==> config.mk <==
export PLATFORM = sky130hd
export DESIGN_NAME = emergency_scheduler
export DESIGN_NICKNAME = d
export VERILOG_FILES = /design/src/rtl/traffic_pkg.sv /design/src/rtl/rr_arbiter.sv /design/src/rtl/emergency_scheduler.sv
export SDC_FILE = /design/constraint.sdc
export NUM_CORES = 1
export LEC_CHECK = 0
export ABC_AREA = 1
export CAP_MARGIN = 20
export CORE_UTILIZATION = 41
export DETAILED_ROUTE_END_ITERATION = 6
export GPL_TIMING_DRIVEN = 1
export HOLD_SLACK_MARGIN = 0.06
export SYNTH_ARGS = -nofsm -noshare
export SYNTH_HDL_FRONTEND = slang
export SYNTH_SLANG_ARGS = --single-unit
==> constraint.sdc <==
create_clock -name clk -period 2 [get_ports clk]
set_clock_uncertainty 0.05 [all_clocks]
set_input_delay 0.3 -clock clk [delete_from_list [all_inputs] [get_ports clk]]
set_output_delay 0.3 -clock clk [all_outputs]
set_load 0.05 [all_outputs]
==> src/rtl/traffic_pkg.sv <==
// Shared intersection definitions: lane count, preemption state encoding,
// lane light codes and a one-hot to index helper.
package traffic_pkg;

  localparam int unsigned NUM_LANES  = 4;
  localparam int unsigned LANE_IDX_W = $clog2(NUM_LANES);

  typedef enum logic [1:0] {
    IDLE,
    YELLOW,
    CLEAR,
    GRANT
  } emerg_state_t;

  localparam logic [1:0] LIGHT_RED    = 2'b00;
  localparam logic [1:0] LIGHT_YELLOW = 2'b01;
  localparam logic [1:0] LIGHT_GREEN  = 2'b10;

  function automatic logic [LANE_IDX_W-1:0] onehot_to_idx(input logic [NUM_LANES-1:0] oh);
    onehot_to_idx = '0;
    for (int unsigned i = 0; i < NUM_LANES; i++) begin
      if (oh[i]) onehot_to_idx = LANE_IDX_W'(i);
    end
  endfunction

endpackage

==> src/rtl/rr_arbiter.sv <==
// Combinational round-robin arbiter: the search starts one lane past ptr and
// wraps, returning a one-hot grant and a valid flag.
module rr_arbiter
  import traffic_pkg::*;
(
  input  logic [NUM_LANES-1:0]  req,
  input  logic [LANE_IDX_W-1:0] ptr,
  output logic [NUM_LANES-1:0]  grant,
  output logic                  valid
);

  logic [LANE_IDX_W-1:0] idx;

  always_comb begin
    grant = '0;
    valid = 1'b0;
    idx   = '0;
    for (int unsigned i = 1; i <= NUM_LANES; i++) begin
      idx = LANE_IDX_W'((32'(ptr) + i) % NUM_LANES);
      if (!valid && req[idx]) begin
        grant[idx] = 1'b1;
        valid      = 1'b1;
      end
    end
  end

endmodule

==> src/rtl/emergency_scheduler.sv <==
// Emergency preemption sequencer: drains green lanes through yellow and
// all-red clearance, then grants one emergency lane chosen round-robin.
module emergency_scheduler
  import traffic_pkg::*;
#(
  parameter int unsigned YELLOW_CYCLES = 4,
  parameter int unsigned CLEAR_CYCLES  = 2,
  parameter int unsigned MIN_GREEN     = 8,
  parameter int unsigned MAX_GREEN     = 32
) (
  input  logic                 clk,
  input  logic                 rstN,
  input  logic [NUM_LANES-1:0] emergencyReq,
  input  logic [NUM_LANES-1:0] normalGreen,
  output logic [NUM_LANES-1:0] emergencyLane,
  output logic [NUM_LANES-1:0] yellowLane,
  output logic                 preempt,
  output logic                 allRed
);

  localparam int unsigned CW = $clog2(MAX_GREEN + 1);
  localparam logic [CW-1:0] Y_LAST  = CW'(YELLOW_CYCLES - 1);
  localparam logic [CW-1:0] C_LAST  = CW'(CLEAR_CYCLES - 1);
  localparam logic [CW-1:0] MIN_CNT = CW'(MIN_GREEN);
  localparam logic [CW-1:0] MAX_CNT = CW'(MAX_GREEN);

  emerg_state_t          state;
  logic [LANE_IDX_W-1:0] ptr;
  logic [CW-1:0]         cnt;
  logic [CW-1:0]         cnt_inc;
  logic [NUM_LANES-1:0]  y_mask;
  logic [NUM_LANES-1:0]  arb_grant;
  logic                  arb_valid;
  logic                  grant_exit;

  rr_arbiter u_arb (
    .req   (emergencyReq),
    .ptr   (ptr),
    .grant (arb_grant),
    .valid (arb_valid)
  );

  // The yellow output is the latched source mask itself; it is cleared on
  // leaving YELLOW so it only shows while draining.
  assign yellowLane = y_mask;

  // Exit tests use the count including the current cycle, so a grant lasts
  // exactly MIN_GREEN cycles at minimum and MAX_GREEN under contention.
  always_comb begin
    cnt_inc    = (cnt == MAX_CNT) ? cnt : cnt + CW'(1);
    grant_exit = ((cnt_inc >= MIN_CNT) && !(|(emergencyReq & emergencyLane))) ||
                 ((cnt_inc >= MAX_CNT) &&  (|(emergencyReq & ~emergencyLane)));
  end

  always_ff @(posedge clk or negedge rstN) begin
    if (!rstN) begin
      state         <= IDLE;
      ptr           <= LANE_IDX_W'(NUM_LANES - 1);
      cnt           <= '0;
      y_mask        <= '0;
      emergencyLane <= '0;
      preempt       <= 1'b0;
      allRed        <= 1'b0;
    end else begin
      case (state)
        IDLE: begin
          if (|emergencyReq) begin
            cnt     <= '0;
            preempt <= 1'b1;
            y_mask  <= normalGreen;
            if (|normalGreen) begin
              state <= YELLOW;
            end else begin
              state  <= CLEAR;
              allRed <= 1'b1;
            end
          end
        end
        YELLOW: begin
          if (cnt == Y_LAST) begin
            state  <= CLEAR;
            cnt    <= '0;
            y_mask <= '0;
            allRed <= 1'b1;
          end else begin
            cnt <= cnt + CW'(1);
          end
        end
        CLEAR: begin
          if (cnt == C_LAST) begin
            cnt    <= '0;
            allRed <= 1'b0;
            if (arb_valid) begin
              state         <= GRANT;
              emergencyLane <= arb_grant;
              ptr           <= onehot_to_idx(arb_grant);
            end else begin
              state   <= IDLE;
              preempt <= 1'b0;
            end
          end else begin
            cnt <= cnt + CW'(1);
          end
        end
        GRANT: begin
          if (grant_exit) begin
            state         <= YELLOW;
            cnt           <= '0;
            y_mask        <= emergencyLane;
            emergencyLane <= '0;
          end else begin
            cnt <= cnt_inc;
          end
        end
        default: begin
          state         <= IDLE;
          cnt           <= '0;
          y_mask        <= '0;
          emergencyLane <= '0;
          preempt       <= 1'b0;
          allRed        <= 1'b0;
        end
      endcase
    end
  end

endmodule

# After elaboration in Yosys (flattened, before gate mapping)
# Index checks and enable logic that the tools add are counted.
# Widths: inputs -> output; s select.
# classes
n_addsub,5
magnitude_cmp,10
n_eq_ne,13
n_mux,57
n_bitwise,6
reduce_logical,29
# ops
operator,n
$mux 4,10
$mux 6,5
$pmux 6 s4,1
$mux 1,20
$mux 2,8
$reduce_and 4->1,4
$reduce_or 4->1,4
$ne 2x2->1 const B,7
$lt 2x3->1 const B,4
$or 4x4->4,3
$pmux 4 s3,1
$logic_and 1x1->1,9
$and 4x4->4,2
$bmux 1 s2,4
$demux 1 s2,4
$ge 2x1->1 const B,4
$pmux 2 s4,1
$pmux 4 s2,1
$add 6x1->6 const B,1
$eq 6x1->1 const B,1
$eq 6x2->1 const B,1
$eq 6x6->1 const B,1
$ge 6x4->1 const B,1
$ge 6x6->1 const B,1
other kinds (14),22
# word_totals
ff_bits,20
input_bits,10
output_inout_bits,10
elab_cells,127

# Depth between registers and ports, before layout
# Gate-level depths: netlist of the first run.
# logic_depth
ltp_word,16
depth_mapped,12
ltp_nobuf,12

# By module
# A second synthesis of the first run with hierarchy kept.
# unflattened
cells_unflattened,266
area_unflattened_um2,1784.2
# modules_own_cells
mod,instances,cells_each,area_per_inst_um2,seq_area_each_um2
emergency_scheduler,1,186,1332.5,503.0
rr_arbiter,1,80,451.7,0.0

# Least setup slack after synthesis of the first run
# No wires, ideal clock.
# synth_path
path_type,register -> register
from,reg ptr[0]
to,reg ptr[0]
setup_ns,0.068
t_arrival_ns,1.859
required_ns,1.882
setup_slack_ns,0.023
path_stages_with_launch,12
path_buffers,0
synth_period_minus_slack_ns,1.977
path_cell_list,dfstp_2 inv_2 ha_1 inv_1 nand3_4 nand2_8 nand2_4 nor2_4 nand3_1 nand2_1 nand2_1 a21oi_2
# synth_via
elab_chain_cells,16
word_cells_on_any_way,53
classes_between,4 x add/sub; 8 x order compare; 27 x mux; 3 x bitwise; 11 x reduce/logical
# synth_lines
element,line,text
start: declaration,emergency_scheduler.sv:28,logic [LANE_IDX_W-1:0] ptr;
start signal: assignment,emergency_scheduler.sv:58,ptr <= LANE_IDX_W'(NUM_LANES - 1);
start signal: assignment,emergency_scheduler.sv:96,ptr <= onehot_to_idx(arb_grant);
"parallel branches: the longest is 16 deep, another holds $lt 2x3->1",-,
# Several ways; the timed one is not identified. The select of a mux whose other input is x is not followed.
# A chain may end at the register's enable or synchronous reset.

# Worst setup path in the final report of the first run
# layout_path
from,reg ptr[1]
to,reg emergencyLane[1]
# layout_via
elab_chain_cells,16
word_cells_on_any_way,54
classes_between,4 x add/sub; 8 x order compare; 1 x eq/ne; 27 x mux; 3 x bitwise; 11 x reduce/logical
# layout_lines
element,line,text
"parallel branches: the longest is 16 deep, another holds $lt 2x3->1",-,
end signal: assignment,emergency_scheduler.sv:95,emergencyLane <= arb_grant;
end: declaration,emergency_scheduler.sv:15,"output logic [NUM_LANES-1:0] emergencyLane,"
# Several ways; the timed one is not identified. The select of a mux whose other input is x is not followed.

==> summary.md, run 1 <==
| Metric | Value |
|---|---|
| Yosys reg bits | `20` |
| Global route total overflow | `0` |
| Final setup margin | `~0.11 ns` |
| Drt pass-1 iters | `7` |
| Row cnt | `23` |
| Unrepaired setup endpoints after global routing | `yes` |
| Root Buffer | `clkbuf_8` |
| Synth Area per Inst | `6.93 um^2` |
| Hold Fails Final Rpt | `0` |
| Max frequency | `about 0.53 GHz` |
| Initial cell density of the core | `0.426` |
| # nets final | `between 200 and 300` |
| Port bufs | `19` |
| Die ar. | `4420 um^2` |
| Final std cells w/o fill | `329` |
| DRT iter0 DRCs | `86` |
| Fin util | `0.530` |
| Vias in the first global route | `1523` |
| Place WS | `-0.108 ns` |
| Setup-failing EPs final | `0` |
| Syn Nets | `between 200 and 300` |
| Post-synth ARST share | `1.00` |
| Die height | `66.5 um` |
| Vias/cell | `4.95` |
| Final wirelength | `4060 um` |
| PwrDens | `1790 nW/um^2` |
| Clk slew on worst S/H paths | `0.08 ns` |
| First-pass GRT wire length | `6800 um` |
| Gr usage total | `0.204` |
| Worst VDD drop | `0.825 mV` |
| Most frequent cell after synthesis | `nand2_1` |
| Core Box Area | `4000 um^2` |
| Clock Tree Buf Depth | `2` |
| DP Cell Count | `325` |
| Largest net degree at the start of global routing | `21` |
| CP required | `2.14 ns` |
| Sink Count | `20` |
| Clock tree from TritonCTS | `done` |
| Final period utilization | `0.943` |
| Synth Cell Area | `1710 um^2` |
| Setup bufs post-CTS | `0` |
| Detail Route Antenna Nets | `0` |
| Critical path type | `flop to flop` |
| Total CTS buffers | `3` |
| Multi-input logic area | `1060 um^2` |
| Worst-skew pair later-pin latency | `0.26 ns` |
| H-Tree Depth | `1` |
| DP HPWL | `3170 um` |
| # Max-Cap Violations | `0` |
| Hold Crit Class | `primary input to async pin` |
| Failing checks | `design-rule violations` |
| Synth warnings | `0` |
| Register area | `504 um^2` |
| Fill count | `409` |
| Synth cell count leaders | `nand2_1 (72), inv_1 (36), nand3_1 (21), nor2_1 (20), dfrtp_1 (18)` |
| Main flop type after synthesis | `dfrtp_1` |
| Leakage | `1.07 nW` |
| DR vias | `1629` |
| Die width | `~66 um` |
| I/O pin count | `20` |
| Synth unique cells | `26` |
| Drt drc | `2` |
| Status | `finished with violations` |
| Crit start category | `flop` |
| Yosys top cell by area | `dfrtp_1` |
| Post-synth EDFFs | `0` |
| DR WL/cell | `12.3 um` |
| Final Max Tran Viols | `0` |
| Slew HR | `0.663` |
| Area delta synth->final | `24.4%` |
| Area contributors post-synth | `dfrtp_1 (26%), nand2_1 (16%), inv_1 (7.9%)` |
| Synth Instances | `roughly 250` |
| Top cell type's share of synthesized area | `0.264` |
| Placer Congestion | `0.862` |
| Sequential cell area fraction in the yosys report | `0.295` |
| Crit path max fanout | `8` |
| Share of cells above drive strength 1 | `0.172` |
| Ant. Diodes | `0` |
| Antenna violations before repair | `0` |
| CP arrival | `approximately 2.0 ns` |
| Worst-Margin Slew | `0.504 ns` |
| Final Critical Period | `approximately 1.9 ns` |
| Crit end category | `flop` |
[worst max-delay path: stages, from the launching register on]
cell and delay, ns:
dfstp_2 0.54, inv_1 0.07, ha_4 0.29, buf_4 0.11, nand3_4 0.11, nand2_8 0.12, nand3_2 0.11, nor2_2 0.11
nor2_1 0.05, nand2_1 0.08, nand2_1 0.06, o21ai_1 0.12
[power breakdown]
group          switching, W  total (W)  internal (W)
registers          0.000141   0.000716      0.000576
logic               0.00172    0.00266      0.000943
clock network      0.000144   0.000411      0.000267
total               0.00200    0.00379       0.00179
[state kept, by name, summed over array words and instances (netlist names)]
signal         count
ptr                2
preempt            1
yellowLane         4
state              2
cnt                6
allRed             1
emergencyLane      4
[layout make-up]
type,instances,area share
multi-input combinational,186,0.500
sequential,20,0.238
timing repair buffer,31,0.132
inverter,38,0.0673
tap,50,0.0295
clock buffer,3,0.0195
clock inverter,1,0.0142
[routing by layer]
layer,track usage,wire [um],up-vias
met1,0.271,2030,748
met2,0.342,1890,30
met3,0.0377,120,2
li1,-,-,849
met5,0,0,-
met4,0.0479,19,0
[stage by stage]
step | area [um^2] | hold WS (ns) | TNS (ns) | power [W]
2_1_floorplan | 1710 | -0.0456 | 0 | 0.00263
3_3_place_gp | 2030 | 0.423 | -0.0688 | 0.00332
3_5_place_dp | 2030 | 0.427 | -0.379 | 0.00331
4_1_cts | 2100 | 0.336 | 0 | 0.00374
5_1_grt | 2120 | 0.350 | -0.107 | 0.00415
6_report | 2120 | 0.333 | 0 | 0.00379
[logic make-up (layout without fill, tap and decap cells)]
group / after synthesis / in the layout / share of synthesized area
AOI/OAI and AO/OA: 31 / 31 / 0.101
xor gates and xnor gates: 4 / 4 / 0.0205
adders and majority gates: 9 / 9 / 0.0660
buffers and inverters: 40 / 73 / 0.0924
DFF: 20 / 20 / 0.295
and+or+nand+nor: 142 / 142 / 0.425
[what timing repair did]
item	CTS	global route
gates resized for setup	0	5
endpoints found under the setup margin	0	8
hold buffers	0	0
[path summary, 6_finish.rpt]
kind                                    start                to  slack, ns  cells past startpoint
worst max-delay path                   ptr[1]  emergencyLane[1]       0.11                     11
worst min-delay path                     rstN            allRed       0.33                      2
worst max register to register         ptr[1]  emergencyLane[1]       0.11                     11
worst min register to register  yellowLane[3]     yellowLane[3]       0.45                      2
max in group asynchronous                rstN            ptr[0]       1.29                      2
min in group clk                yellowLane[3]     yellowLane[3]       0.45                      2
[cells in the final DEF, fill, tap and decap left out]
cell	instances
nand2_4	2
a21bo_2	1
clkdlybuf4s50_1	19
bufinv_16	1
buf_4	12
or2_2	1
nor2_2	5
nand3_4	4
nor2_1	19
nand2_2	4
nand3_1	21
xor2_1	4
a21oi_2	2
dfrtp_1	17
nor2_4	1
o21ai_0	10
ha_4	1
nand3_2	5
dfrtp_2	1
inv_2	2
inv_1	35
clkinv_1	1
nand4_1	7
nand2_1	72
a21oi_1	4
nand2_8	1
o22ai_1	4
ha_1	8
dfstp_2	2
clkbuf_8	3
o21ai_1	10
Power figures use the tool's default switching activity.
==> run 2, diff against run 1 <==
--- a/config.mk
+++ b/config.mk
@@ -14,3 +14,4 @@
 export SYNTH_ARGS = -nofsm -noshare
 export SYNTH_HDL_FRONTEND = slang
 export SYNTH_SLANG_ARGS = --single-unit
+export TNS_END_PERCENT = 20
==> results of run 2 <==
Final layout, timing and power as in run 1 (identical DEF).
==> run 3, diff against run 2 <==
--- a/config.mk
+++ b/config.mk
@@ -8,9 +8,11 @@
 export ABC_AREA = 1
 export CAP_MARGIN = 20
 export CORE_UTILIZATION = 41
+export CTS_CLUSTER_SIZE = 20
 export DETAILED_ROUTE_END_ITERATION = 6
 export GPL_TIMING_DRIVEN = 1
 export HOLD_SLACK_MARGIN = 0.06
+export PLACE_DENSITY = 0.65
 export SYNTH_ARGS = -nofsm -noshare
 export SYNTH_HDL_FRONTEND = slang
 export SYNTH_SLANG_ARGS = --single-unit
==> run 3 against run 2 <==
Compared with the run above:
- the flow still finishes with violations (design-rule violations)
- combinational power hardly changed
- routed wire length is 0.15% higher
- maximum frequency is 0.28% lower
- largest cell class unchanged
==> summary.md, run 3 (same netlist as run 1, synthesis figures left out) <==
| Metric | Value |
|---|---|
| Row cnt | `23 (unchanged)` |
| Status | `finished with violations (unchanged)` |
| H-Tree Depth | `1 (unchanged)` |
| Root Buffer | `clkbuf_8 (unchanged)` |
| Final Max Tran Viols | `0 (unchanged)` |
| Critical path type | `flop to output pin (was flop to flop)` |
| Final Critical Period | `1.89 ns (about the same)` |
| # Max-Cap Violations | `0 (unchanged)` |
| I/O pin count | `20 (unchanged)` |
| Die ar. | `4420 um^2 (unchanged)` |
| Tot Pwr | `0.00378 W (was 0.00379 W)` |
| Largest net degree at the start of global routing | `21 (unchanged)` |
| Place WS | `-0.000510 ns (was -0.108 ns)` |
| Failing checks | `design-rule violations (unchanged)` |
| Leakage | `1.06 nW (was 1.07 nW)` |
| Ant. Diodes | `0 (unchanged)` |
| DP Cell Count | `324 (was 325)` |
| Clk slew on worst S/H paths | `0.08 ns (about the same)` |
| Most flops, register | `cnt (unchanged)` |
| Drt pass-1 iters | `6 (was 7)` |
| Crit path max fanout | `4 (was 8)` |
| Final period utilization | `0.946 (was 0.943)` |
| Unrepaired setup endpoints after global routing | `no (was yes)` |
| Final instance area | `2120 um^2 (about the same)` |
| Most frequent cells in the layout | `nand2_1 (71), inv_1 (35), nand3_1 (21), nor2_1 (19), clkdlybuf4s50_1 (19) (was nand2_1 (72), inv_1 (35), nand3_1 (21), nor2_1 (19), clkdlybuf4s50_1 (19))` |
| Setup-failing EPs final | `0 (unchanged)` |
| Hold Fails Final Rpt | `0 (unchanged)` |
| Max reg flops | `6 (unchanged)` |
| Placer Congestion | `0.910 (was 0.862)` |
| Area delta synth->final | `24.1% (was 24.4%)` |
| Global route total overflow | `0 (unchanged)` |
| WP buf/inv | `1 (was 2)` |
| Initial cell density of the core | `0.426 (unchanged)` |
| Detail Route Antenna Nets | `0 (unchanged)` |
| Worst path slowest cell | `clkdlybuf4s50_1 (was dfstp_2)` |
| R2R Setup Slk | `0.13 ns (was 0.11 ns)` |
| DR vias | `1649 (was 1629)` |
| Clock tree from TritonCTS | `done (unchanged)` |
| DRT iter0 DRCs | `115 (was 86)` |
| Share of cells above drive strength 1 | `0.173 (was 0.172)` |
| Sink Count | `20 (unchanged)` |
| Final setup margin | `0.108 ns (was 0.114 ns)` |
| Fin util | `0.529 (was 0.530)` |
| Worst-skew pair later-pin latency | `0.26 ns (about the same)` |
| Final std cells w/o fill | `328 (was 329)` |
| Crit start category | `flop (unchanged)` |
| Cts hold-fix bufs | `0 (unchanged)` |
| Commonest non-fill, non-tap cell in the layout | `nand2_1 (unchanged)` |
| CP Cell Sequence | `clkdlybuf4s50_1 (was inv_1 > ha_4 > buf_4 > nand3_4 > nand2_8 > nand3_2 > nor2_2 > nor2_1 > nand2_1 > nand2_1 > o21ai_1)` |
| Clock Tree Buf Depth | `2 (unchanged)` |
| Register area | `504 um^2 (unchanged)` |
| Die height | `66.5 um (unchanged)` |
| Antenna violations before repair | `0 (unchanged)` |
| Critical path's largest stage delay | `0.84 ns (was 0.54 ns)` |
| Gr usage total | `0.197 (was 0.204)` |
| Drt drc | `2 (unchanged)` |
| Worst-Margin Slew | `0.510 ns (was 0.504 ns)` |
| DR WL/cell | `12.4 um (was 12.3 um)` |
| Multi-input logic area | `1060 um^2 (about the same)` |
| Crit end category | `output pin (was flop)` |
| Fill count | `386 (was 409)` |
| Die width | `66.5 um (unchanged)` |
| Port bufs | `19 (unchanged)` |
| Hold Crit Class | `primary input to async pin (unchanged)` |
| # nets final | `298 (was 299)` |
| PwrDens | `1790 nW/um^2 (about the same)` |
| Family with the most delay on the worst path | `buffers and inverters (was simple AND/OR/NAND/NOR gates)` |
| Vias/cell | `5.03 (was 4.95)` |
| Final wirelength | `4060 um (about the same)` |
| First-pass GRT wire length | `6570 um (was 6800 um)` |
| Worst VDD drop | `0.784 mV (was 0.825 mV)` |
| Max frequency | `0.529 GHz (was 0.530 GHz)` |
| Placed cell areas | `2030 um^2 (about the same)` |
| Vias in the first global route | `1499 (was 1523)` |
| Total CTS buffers | `3 (unchanged)` |
| CP required | `1.65 ns (was 2.14 ns)` |
| Core Box Area | `4000 um^2 (unchanged)` |
| Slew HR | `0.659 (was 0.663)` |
| DP HPWL | `3220 um (was 3170 um)` |
| CP arrival | `1.54 ns (was 2.03 ns)` |
## run 3: cell count changes in the layout (fill, tap and decap cells not counted), sizes merged
| cell | delta |
|---|---|
| buf | -1 |
## run 3: path summary, 6_finish.rpt
| check | start | cells past startpoint | to |
|---|---|---|---|
| setup / recovery | emergencyLane[2] | 1 | emergencyLane[2] |
| hold / removal | rstN | 2 | state[1] |
| setup reg to reg | ptr[1] | 9 | emergencyLane[2] |
| hold reg to reg | yellowLane[1] | 2 | yellowLane[1] |
| max in group asynchronous | rstN | 2 | ptr[0] |
| min in group clk | yellowLane[1] | 2 | yellowLane[1] |
## run 3: cell type report
| cell class | count | share of cell area |
|---|---|---|
| sequential | 20 | 0.238 |
| inverter | 38 | 0.0674 |
| clock inverter | 1 | 0.0142 |
| tap | 50 | 0.0296 |
| timing repair buffer | 30 | 0.129 |
| multi-input combinational | 186 | 0.502 |
| clock buffer | 3 | 0.0195 |
## run 3: power breakdown
part	total, W	switching (W)	internal (W)
registers	0.000723	0.000147	0.000575
clock network	0.000410	0.000143	0.000267
logic	0.00264	0.00171	0.000938
total	0.00378	0.00200	0.00178
## run 3: per-stage QoR
stage,hold slack [ns],TNS [ns]
after floorplan,-0.0456,0
after global placement,0.420,0
after detailed placement,0.427,-0.000510
after CTS,0.339,0
after global routing,0.361,0
final,0.326,0
## run 3: what timing repair did
action | in CTS | in global routing
endpoints found under the setup margin | 0 | 10
gates resized for setup | 0 | 5
setup buffers | 0 | 0
## run 3: per-layer routing
metal | share of wire | wire length [um] | track usage
met1 | 0.46 | 1850 | 0.256
met2 | 0.47 | 1920 | 0.332
met3 | 0.054 | 220 | 0.0205
met4 | 0.018 | 75 | 0.0771
met5 | 0 | 0 | 0
